`src/rtl/rgb_fade_scheduler.sv`:
```
// rgb_fade_scheduler: ramps three PWM levels toward encoder targets, committing all three together on pwm_sync.
module rgb_fade_scheduler #(
    parameter int WIDTH = 8,
    parameter int DIV   = 16,
    parameter int STEP  = 1
) (
    input  logic             clk,
    input  logic             reset,
    input  logic             enable,
    input  logic             pwm_sync,
    input  logic [WIDTH-1:0] target0,
    input  logic [WIDTH-1:0] target1,
    input  logic [WIDTH-1:0] target2,
    output logic [WIDTH-1:0] level0,
    output logic [WIDTH-1:0] level1,
    output logic [WIDTH-1:0] level2,
    output logic             busy,
    output logic             settled
);
    localparam int PW = $clog2(DIV);

    typedef enum logic [2:0] {IDLE, STEP0, STEP1, STEP2, WAIT_SYNC} state_t;

    state_t           state, state_next;
    logic [PW-1:0]    cnt;
    logic             tick;
    logic [WIDTH-1:0] pend0, pend1, pend2;

    // Distance is taken at WIDTH+1 bits so a large STEP can never wrap past 0 or full scale.
    function automatic logic [WIDTH-1:0] next_level(input logic [WIDTH-1:0] l, input logic [WIDTH-1:0] t);
        logic [WIDTH:0] d;
        d = (t > l) ? {1'b0, t} - {1'b0, l} : {1'b0, l} - {1'b0, t};
        return (d <= (WIDTH+1)'(STEP)) ? t : (t > l) ? l + WIDTH'(STEP) : l - WIDTH'(STEP);
    endfunction

    assign tick    = enable && cnt == PW'(DIV - 1);
    assign busy    = state != IDLE;
    assign settled = level0 == target0 && level1 == target1 && level2 == target2;

    always_comb begin
        state_next = state;
        case (state)
            IDLE:      state_next = (tick && !settled) ? STEP0 : IDLE;
            STEP0:     state_next = STEP1;
            STEP1:     state_next = STEP2;
            STEP2:     state_next = WAIT_SYNC;
            WAIT_SYNC: state_next = pwm_sync ? IDLE : WAIT_SYNC;
            default:   state_next = IDLE;
        endcase
    end

    always_ff @(posedge clk or posedge reset) begin
        if (reset) begin
            state  <= IDLE;
            cnt    <= '0;
            pend0  <= '0;
            pend1  <= '0;
            pend2  <= '0;
            level0 <= '0;
            level1 <= '0;
            level2 <= '0;
        end else begin
            state <= state_next;
            cnt   <= (!enable || tick) ? '0 : cnt + PW'(1);
            if (state == STEP0) pend0 <= next_level(level0, target0);
            if (state == STEP1) pend1 <= next_level(level1, target1);
            if (state == STEP2) pend2 <= next_level(level2, target2);
            if (state == WAIT_SYNC && pwm_sync) begin
                level0 <= pend0;
                level1 <= pend1;
                level2 <= pend2;
            end
        end
    end
endmodule

```
`config.mk`:
```
export PLATFORM = sky130hd
export DESIGN_NAME = rgb_fade_scheduler
export DESIGN_NICKNAME = d
export VERILOG_FILES = /design/src/rtl/rgb_fade_scheduler.sv
export SDC_FILE = /design/constraint.sdc
export NUM_CORES = 1
export LEC_CHECK = 0
export BUFFER_PORTS_ARGS = -buffer_cell sky130_fd_sc_hd__buf_2
export CAP_MARGIN = 10
export CORE_ASPECT_RATIO = 0.9
export CORE_MARGIN = 3
export CORE_UTILIZATION = 45
export CTS_CLUSTER_SIZE = 20
export DETAILED_ROUTE_END_ITERATION = 8
export PLACE_DENSITY_LB_ADDON = 0.25
export SETUP_SLACK_MARGIN = 0.4
export SLEW_MARGIN = 10
export SYNTH_ARGS = -nofsm -noshare
export SYNTH_HDL_FRONTEND = slang
export SYNTH_SLANG_ARGS = --single-unit
export TNS_END_PERCENT = 5
```
`constraint.sdc`:
```
create_clock -name clk -period 3.7 [get_ports clk]
set_input_delay 0.37 -clock clk [delete_from_list [all_inputs] [get_ports clk]]
set_output_delay 0.37 -clock clk [all_outputs]
set_load 0.03 [all_outputs]
```
==> results.sh <==
export IMPL_r2r_end="pend0[7]"
export IMPL_io_buffer_count=53
export IMPL_cts_path_max_buffers=2
export IMPL_crit_fanout=4
export IMPL_wl_mm=15.7
export IMPL_clock_latency_ps=300
export IMPL_fillers=1151
export IMPL_fin_worst_skew_ps=7.56
export IMPL_synth_seq_area_share=0.244
export IMPL_syn2layout_area_growth_pct=18.2
export IMPL_vias_per_cell=5.75
export IMPL_tritoncts="done"
export IMPL_cpPeakStageDelay_ps=440
export IMPL_pre_cts_slack_ps=-14.4
export IMPL_p_leak_nw=3.13
export IMPL_fin_crit_ps=3380
export IMPL_syn_inst=687
export IMPL_crit_required_ps=3880
export IMPL_htreeDepth=2
export IMPL_clkTransAtPathRegs_ps=70
export IMPL_r2r_start="level0[1]"
export IMPL_synth_seq_cells=55
export IMPL_synth_cell_type_count=77
export IMPL_coreArea_mm2=0.0122
export IMPL_avgSynthCellArea_um2=8.22
export IMPL_post_route_util=0.549
export IMPL_start_util=0.464
export IMPL_layout_setup_ws_ps=324
export IMPL_vias=5356
export IMPL_rows=38
export IMPL_startpoint_type="register"
export IMPL_diodes=0
export IMPL_setup_violations=0
export IMPL_hold_path_class="in2async"
export IMPL_crit_slowest_cell="dfrtp_2"
export IMPL_wl_per_cell_um=16.9
export IMPL_clock_sinks=55
export IMPL_status="completed"
export IMPL_first_pass_iters=5
export IMPL_nets=874
export IMPL_multiInputGateArea_mm2=0.00398
export IMPL_r2r_setup_slack_ps=320
export IMPL_mostFrequentLayoutCell="inv_1"
export IMPL_synthArstFlopShare=1.00
export IMPL_crit_type="reg2reg"
export IMPL_grt_max_degree=41
export IMPL_grt_antenna_before_repair=0
export IMPL_worstMarginPinSlew_ps=816
export IMPL_place_gp_congestion=0.987
export IMPL_path_delay_family="compound AO/OA/AOI/OAI gates"
export IMPL_grt_pass1_wl_mm=25.9
export IMPL_powerDensity_mw_per_mm2=1070
export IMPL_drt_iter0_markers=442
export IMPL_synth_warnings=0
export IMPL_drc=0
export IMPL_instances_no_fill=931
export IMPL_fin_crit_sh=0.912
export IMPL_grt_pass1_vias=5167
export IMPL_synth_ff_type="dfrtp_1"
export IMPL_overflow=0
export IMPL_slew_violations=0
export IMPL_die_w_um=124
export IMPL_hold_viol=0
export IMPL_rsz0062_at_grt="yes"
export IMPL_path_cells="ha_4, nor2b_2, o211ai_1, a31oi_1, o211ai_1, ha_1, a21oi_2, nor2b_1, o31a_1, o41a_1, xnor2_1, and3_1, a2111o_1"
export IMPL_ir_drop_mv=0.407
export IMPL_dieArea_mm2=0.0139
export IMPL_cts_buffers=5
export IMPL_layout_common_cells="72 x inv_1, 58 x ha_1, 53 x buf_2, 53 x buf_4, 51 x nor2_1"
export IMPL_hpwlAfterDp_mm=12.3
export IMPL_slew_headroom=0.455
export IMPL_grt_usage=0.230
export IMPL_syn_nets=791
export IMPL_maxCapViolations=0
export IMPL_synth_edff_count=0
export IMPL_io_pins=54
export IMPL_fmax_mhz=296
export IMPL_seqCellArea_mm2=0.00139
export IMPL_antenna_left=0
export IMPL_placed_cells=911
export IMPL_arrival_ps=3560
export IMPL_syn_area_mm2=0.00565
export IMPL_drive_gt1_frac=0.206
export IMPL_die_y_um=112
export IMPL_cp_common_cell="o211ai_1"
export IMPL_reg2regPathDepth=13
export IMPL_cts_root_buffer="clkbuf_16"
export IMPL_worst_path_buf_inv=0
export IMPL_cp_end_kind="register"
-- stage by stage --
| step | TNS, ps | total power [W] | hold slack (ps) | area (um^2) |
|---|---|---|---|---|
| 6_report | 0 | 0.00715 | 232 | 6680 |
| 5_1_grt | 0 | 0.00783 | 284 | 6680 |
| 3_3_place_gp | 0 | 0.00614 | 460 | 6280 |
| 4_1_cts | 0 | 0.00701 | 252 | 6610 |
| 3_5_place_dp | -14.4 | 0.00623 | 463 | 6280 |
| 2_1_floorplan | -0.434 | 0.00489 | 442 | 5660 |
-- Yosys cell counts (all sizes together) (3+ instances only) --
cell    instances  area (um^2)
o31ai           4         30.0
a211oi          7         65.1
nand2          50          188
o21a            8         60.1
nor3           16         80.1
nor4            4         25.0
nand3          14         70.1
o221ai          4         41.3
mux2i          12          120
xnor2          14          123
nand2b          6         37.5
inv            74          278
nor2b           6         37.5
xor2           13          114
a21o           16          121
nand3b          4         30.0
or3b            3         26.3
clkbuf         16         60.1
fa              9          180
a221oi          7         61.3
o311ai          4         42.6
and2            9         56.3
nor3b           5         37.5
o31a            3         26.3
a21oi          39          195
and3            8         50.1
dfrtp          55         1380
a31oi          20          125
nand4          11         68.8
o21bai          3         22.5
ha             67          838
buf            14         96.3
nor2           52          195
o21ai          53          265
or3             5         31.3
a31o            7         61.3
and3b           3         26.3
and4            4         37.5
-- final cells by class --
type / instances / area share
repair buffers: 106 / 0.0993
clock inverters: 3 / 0.00656
inverters: 74 / 0.0416
multi-input cells: 528 / 0.596
clock buffers: 5 / 0.0187
well taps: 160 / 0.0300
flip-flops and latches: 55 / 0.208
-- sequential cells by signal, indices dropped and copies added (netlist names) --
signal and count:
level0 8, level1 8, level2 8, pend0 8, pend1 8, pend2 8
cnt 4, state 3
-- layer usage --
| layer | vias up | global-route usage | routed length (um) |
|---|---|---|---|
| li1 | 2624 | - | - |
| met1 | 2537 | 0.333 | 7520 |
| met2 | 172 | 0.361 | 7050 |
| met3 | 23 | 0.0312 | 859 |
| met4 | 0 | 0.0620 | 303 |
| met5 | - | 0 | 0 |
-- report_power, final --
part | internal [W] | switching [W]
Combinational | 0.00245 | 0.00298
Clock | 0.000320 | 0.000219
Sequential | 0.000891 | 0.000288
-- worst max path at each step --
stage | from | endpoint | slack, ps | depth (start not counted)
after global placement | target0[1] | pend0[7] | 80 | 15
final | level0[1] | pend0[7] | 320 | 13
after CTS | level0[1] | pend0[7] | 350 | 12
after global routing | level0[1] | pend0[7] | 140 | 13
after floorplan | level0[1] | pend0[7] | -0.4 | 13
after detailed placement | target0[1] | pend0[7] | -10 | 15
-- timing repair --
item,CTS,global route
endpoints found under the setup margin,5,15
gates resized for setup,21,11
pin swaps,7,8
buffers inserted,9,3
hold buffers,0,0
-- cell families (layout without fill, tap and decap cells) --
group,after synthesis,in the layout,synth area share
AOI/OAI and AO/OA,202,202,0.240
muxes,13,13,0.0233
adders and majority gates,76,76,0.180
buffers and inverters,104,188,0.0769
DFF,55,55,0.244
and+or+nand+nor,209,209,0.190
xor gates and xnor gates,28,28,0.0458
No activity file was read; power rests on OpenSTA's default activity.
